**src/rtl/nrzi_encoder_if.sv**
```systemverilog
// Serial bit-stream and line-side signals of the NRZI encoder, grouped as one bus.
// The encoder takes the slave view; the bit-stuffing stage (or a bench) takes the master view.
interface nrzi_encoder_if;
    logic bstr_in;
    logic bstr_in_ready;
    logic pkt_start;
    logic pkt_end;
    logic dp;
    logic dm;
    logic tx_active;
    logic err;

    modport master (
        output bstr_in, bstr_in_ready, pkt_start, pkt_end,
        input  dp, dm, tx_active, err
    );

    modport slave (
        input  bstr_in, bstr_in_ready, pkt_start, pkt_end,
        output dp, dm, tx_active, err
    );
endinterface

```
**src/rtl/nrzi_encoder.sv**
```systemverilog
// NRZI line encoder with EOP generation; all outputs are registered (one cycle latency).
// Defining NRZI_SYNC_EN adds on-chip SYNC generation started by pkt_start.
module nrzi_encoder (
    input  logic          clk,
    input  logic          rst,
    nrzi_encoder_if.slave bus
);

`ifdef NRZI_SYNC_EN
    typedef enum logic [2:0] {IDLE, SYNC, DATA, EOP1, EOP2, EOP_J} state_t;
`else
    typedef enum logic [2:0] {IDLE, DATA, EOP1, EOP2, EOP_J} state_t;
`endif

    state_t     r_state;
    state_t     w_nextState;
    logic       r_lvl;
    logic       w_nextLvl;
    logic       w_encLvl;
    logic [1:0] w_nextLine;
    logic       w_drop;
    logic       r_dp;
    logic       r_dm;
    logic       r_err;
    logic       r_txActive;

`ifdef NRZI_SYNC_EN
    logic [2:0] r_syncCnt;
`endif

    // lvl is 1 for J and 0 for K; a 0 bit toggles the line, a 1 bit holds it
    assign w_encLvl = bus.bstr_in ? r_lvl : ~r_lvl;

    always_comb begin
        w_nextState = r_state;
        w_nextLvl   = r_lvl;
        w_nextLine  = {r_lvl, ~r_lvl};
        w_drop      = 1'b0;
        case (r_state)
            IDLE: begin
                w_nextLvl  = 1'b1;
                w_nextLine = 2'b10;
`ifdef NRZI_SYNC_EN
                w_drop = bus.bstr_in_ready;
                if (bus.pkt_start) begin
                    // first SYNC bit is a 0, so the line leaves J for K right away
                    w_nextState = SYNC;
                    w_nextLvl   = 1'b0;
                    w_nextLine  = 2'b01;
                end
`else
                if (bus.bstr_in_ready) begin
                    w_nextLvl   = w_encLvl;
                    w_nextLine  = {w_encLvl, ~w_encLvl};
                    w_nextState = bus.pkt_end ? EOP1 : DATA;
                end
`endif
            end
`ifdef NRZI_SYNC_EN
            SYNC: begin
                w_drop     = bus.bstr_in_ready;
                w_nextLvl  = (r_syncCnt == 3'd7) ? r_lvl : ~r_lvl;
                w_nextLine = {w_nextLvl, ~w_nextLvl};
                if (r_syncCnt == 3'd7) begin
                    w_nextState = DATA;
                end
            end
`endif
            DATA: begin
                if (bus.bstr_in_ready) begin
                    w_nextLvl = w_encLvl;
                end
                w_nextLine = {w_nextLvl, ~w_nextLvl};
                if (bus.pkt_end) begin
                    w_nextState = EOP1;
                end
            end
            EOP1: begin
                w_drop      = bus.bstr_in_ready;
                w_nextLine  = 2'b00;
                w_nextState = EOP2;
            end
            EOP2: begin
                w_drop      = bus.bstr_in_ready;
                w_nextLine  = 2'b00;
                w_nextState = EOP_J;
            end
            EOP_J: begin
                w_drop      = bus.bstr_in_ready;
                w_nextLvl   = 1'b1;
                w_nextLine  = 2'b10;
                w_nextState = IDLE;
            end
            default: begin
                w_nextLvl   = 1'b1;
                w_nextLine  = 2'b10;
                w_nextState = IDLE;
            end
        endcase
    end

    // tx_active also covers the trailing J so it spans the whole registered line activity
    always_ff @(posedge clk) begin
        if (rst) begin
            r_state    <= IDLE;
            r_lvl      <= 1'b1;
            r_dp       <= 1'b1;
            r_dm       <= 1'b0;
            r_err      <= 1'b0;
            r_txActive <= 1'b0;
        end else begin
            r_state    <= w_nextState;
            r_lvl      <= w_nextLvl;
            r_dp       <= w_nextLine[1];
            r_dm       <= w_nextLine[0];
            r_err      <= w_drop;
            r_txActive <= (r_state != IDLE) || (w_nextState != IDLE);
        end
    end

`ifdef NRZI_SYNC_EN
    // counter starts at 1 because the first SYNC bit is emitted on the IDLE->SYNC transition
    always_ff @(posedge clk) begin
        if (rst) begin
            r_syncCnt <= 3'd0;
        end else if (r_state == IDLE && w_nextState == SYNC) begin
            r_syncCnt <= 3'd1;
        end else if (r_state == SYNC) begin
            r_syncCnt <= r_syncCnt + 3'd1;
        end
    end
`endif

    assign bus.dp        = r_dp;
    assign bus.dm        = r_dm;
    assign bus.err       = r_err;
    assign bus.tx_active = r_txActive;

endmodule

```
**src/flat_wrapper.sv**
```systemverilog
// flat-port wrapper written by rule: the top's interface ports become plain ports
module nrzi_encoder_flat 
  (clk, rst, bus_bstr_in, bus_bstr_in_ready, bus_pkt_start, bus_pkt_end, bus_dp, bus_dm, bus_tx_active, bus_err);
  nrzi_encoder_if bus_i ();
  input  logic clk;
  input  logic rst;
  input wire logic [$bits(bus_i.bstr_in)-1:0] bus_bstr_in;
  input wire logic [$bits(bus_i.bstr_in_ready)-1:0] bus_bstr_in_ready;
  input wire logic [$bits(bus_i.pkt_start)-1:0] bus_pkt_start;
  input wire logic [$bits(bus_i.pkt_end)-1:0] bus_pkt_end;
  output wire logic [$bits(bus_i.dp)-1:0] bus_dp;
  output wire logic [$bits(bus_i.dm)-1:0] bus_dm;
  output wire logic [$bits(bus_i.tx_active)-1:0] bus_tx_active;
  output wire logic [$bits(bus_i.err)-1:0] bus_err;
  assign bus_i.bstr_in = bus_bstr_in;
  assign bus_i.bstr_in_ready = bus_bstr_in_ready;
  assign bus_i.pkt_start = bus_pkt_start;
  assign bus_i.pkt_end = bus_pkt_end;
  assign bus_dp = bus_i.dp;
  assign bus_dm = bus_i.dm;
  assign bus_tx_active = bus_i.tx_active;
  assign bus_err = bus_i.err;
  nrzi_encoder u_core (.clk(clk), .rst(rst), .bus(bus_i));
endmodule
```
**config.mk**
```make
export PLATFORM = sky130hd
export DESIGN_NAME = nrzi_encoder_flat
export DESIGN_NICKNAME = d
export VERILOG_FILES = /design/src/rtl/nrzi_encoder_if.sv /design/src/rtl/nrzi_encoder.sv /design/src/flat_wrapper.sv
export SDC_FILE = /design/constraint.sdc
export NUM_CORES = 1
export LEC_CHECK = 0
export ABC_AREA = 1
export ABC_CLOCK_PERIOD_IN_PS = 820
export CAP_MARGIN = 5
export CORE_AREA = 2 2 39 41
export DETAILED_ROUTE_END_ITERATION = 10
export DIE_AREA = 0 0 41 43
export GPL_TIMING_DRIVEN = 0
export HOLD_SLACK_MARGIN = 0.03
export PLACE_DENSITY_LB_ADDON = 0.15
export REMOVE_ABC_BUFFERS = 1
export SLEW_MARGIN = 10
export SYNTH_ARGS = -nofsm -noshare
export SYNTH_HDL_FRONTEND = slang
export SYNTH_SLANG_ARGS = --single-unit
```
**constraint.sdc**
```tcl
create_clock -name clk -period 0.82 [get_ports clk]
set_input_delay 0.164 -clock clk [delete_from_list [all_inputs] [get_ports clk]]
set_output_delay 0.164 -clock clk [all_outputs]
set_load 0.1 [all_outputs]
```
==> results.md <==
- Status: complete, but fails checks
- Failing checks: setup timing
- N_diodes: 0
- RSZ-0062 raised after global routing: true
- Initial antenna violation count: 0
- Post-route DRC: 0
- Most common cell after layout, fill and taps aside: nand2_1
- Setup Skew: around 0.0016 ns
- CORE AREA: 1380 um^2
- Main area contributors after synthesis: dfxtp_1 46%, nand2_1 14%, inv_1 11%
- Placed cell areas: 445 um^2
- Worst vdd ir: 0.755 mV
- WP data arrival: 0.76 ns
- Largest net degree at the start of global routing: 6
- WL/cell: 9.32 um
- Global-route wire length before repair: roughly 1.1 mm
- Biggest area consumer among synthesized cells: dfxtp_1
- HP Class: input port to register
- Critical path type: register to primary output
- Setup violators final: 7
- Most frequent cells in the layout: 10 x nand2_1, 7 x dfxtp_2, 6 x inv_1, 5 x nor2_1
- Initial cell density of the core: 0.250
- Sequential-to-total area share from yosys stat: 0.464
- Final Net Count: about 70
- Leakage: about 0.28 nW
- Vias in the first global route: 285
- WP data required: roughly 0.66 ns
- CP top delay family: flip-flops
- I/O Pins: 10
- Synth Area per Inst: 6.77 um^2
- R2R setup slack: -0.03 ns
- Final hold viol count: 0
- CP startpoint kind: register
- Clock Path Buffers: 2
- Total design power: 1.25 mW
- Dpl hpwl: 536 um
- Crit path largest cell delay: 0.34 ns
- Vias per cell: 4.48
- Die X: 41 um
- Power Density: 2250 nW/um^2
- Fin cells: 79
- Critical Path Fanout Max: 1
- Yosys reg bits: 8
- Drt initial violations: 1
- Critical path's slowest cell: dfxtp_2
- Mapped Cells: just over 50
- CTS Buf Count: 3
- MaxCap Viol Count: 0
- Buffers on Ports: 8
- Reg clk slew, reported paths: approximately 0.05 ns
- Pre-antenna DRT Iters: 2
- Layout Area Growth over Synthesis: 61.2%
- Final WL: 736 um
- Ys Warns: 0
- Crit path time final: just over 0.9 ns
- Gpl congestion: between 0.8 and 0.9
- TritonCTS Sinks: 8
- Max H-tree Level: 1
- Maximum clock frequency: 1080 MHz
- Synth cell types: 12
- Netlist Area Pre-Place: 345 um^2
- Worst Tran Pin Value: roughly 0.21 ns
- Final Cell Area: 557 um^2
- Global route overflow: 0
- Share of layout cells above drive strength 1: 0.460
- Worst-Skew Late Latency: 0.25 ns
- Crit. End Element: primary output
- Worst-path cell chain: buf_12
- Vias: 354
- Die Span Y: 43 um
- Share of the synthesized area in the top cell type: 0.464
- Final Max Slew Viols: 0
- Total Routing Usage GR: 0.100
- Final Worst Setup Slack: -0.102 ns
- CTS Root Cell: clkbuf_4
- Antenna-violating nets left: 0
- CTS tree: yes
- Final worst path period share: 1.12
- Cells after DPL: 75
- Worst path bufs/invs: 1
- Cell row count: 14
- DIE AREA: 1760 um^2
- Slew HR: 0.858
[layout make-up]
cell class,instances,area (um^2)
tap,16,20.0
timing repair buffer,9,124
sequential,8,173
clock buffer,3,22.5
multi-input combinational,32,174
fill,158,827
inverter,11,43.8
[sequential cells by signal, summed over array words and instances (netlist names)]
signal,cells
u_core.bus.dp,1
u_core.r_state,3
u_core.bus.tx_active,1
u_core.bus.err,1
u_core.r_lvl,1
u_core.bus.dm,1
[through the flow]
stage / setup slack [ns] / hold slack, ns / util / TNS, ns
6_report: -0.102 / 0.292 / 0.402 / -0.437
5_1_grt: -0.128 / 0.303 / 0.402 / -0.702
4_1_cts: -0.112 / 0.260 / 0.381 / -0.453
3_5_place_dp: -0.752 / 0.527 / 0.322 / -5.69
3_3_place_gp: -0.748 / 0.525 / 0.322 / -5.74
2_1_floorplan: -0.253 / 0.236 / - / -1.01
[cells by family (layout without fill, tap and decap cells)]
kind of cell	after synthesis	after routing	synth area share
flip-flops	8	8	0.464
AO/OA/AOI/OAI	5	5	0.0870
AND/OR/NAND/NOR	27	27	0.330
buffers and inverters	11	23	0.120
[cells in the mapped netlist (all sizes together)]
library cell,count
nand2,13
inv,11
dfxtp,8
nor2,7
nand3,4
a21oi,3
nor3,2
nand4,1
o211ai,1
o21bai,1
[power by group]
group	total (mW)	internal, mW	leakage, nW	switching, mW
Sequential	0.499	0.447	0.0677	0.0522
Combinational	0.452	0.170	0.195	0.282
Clock	0.302	0.168	0.0138	0.134
[repair_timing]
action	4_1_cts	5_1_grt
setup endpoints to repair	12	9
gates resized for setup	53	8
cloned	0	0
hold buffers	0	0
endpoints found under the hold margin	0	0
setup buffers	0	1
pin swaps	2	4
[per-layer routing]
metal | part of all wire | track usage
met5 | 0 | 0
met4 | 0.018 | 0.100
met3 | 0.050 | 0.0471
met2 | 0.47 | 0.122
met1 | 0.46 | 0.119
[final timing paths]
kind,startpoint,end,cells past startpoint
setup / recovery,u_core.bus.dm,bus_dm,1
hold / removal,rst,u_core.bus.dm,2
setup reg to reg,u_core.r_state[2],u_core.r_state[1],5
hold reg to reg,u_core.r_state[1],u_core.bus.dp,1
No activity file was read; power rests on OpenSTA's default activity.
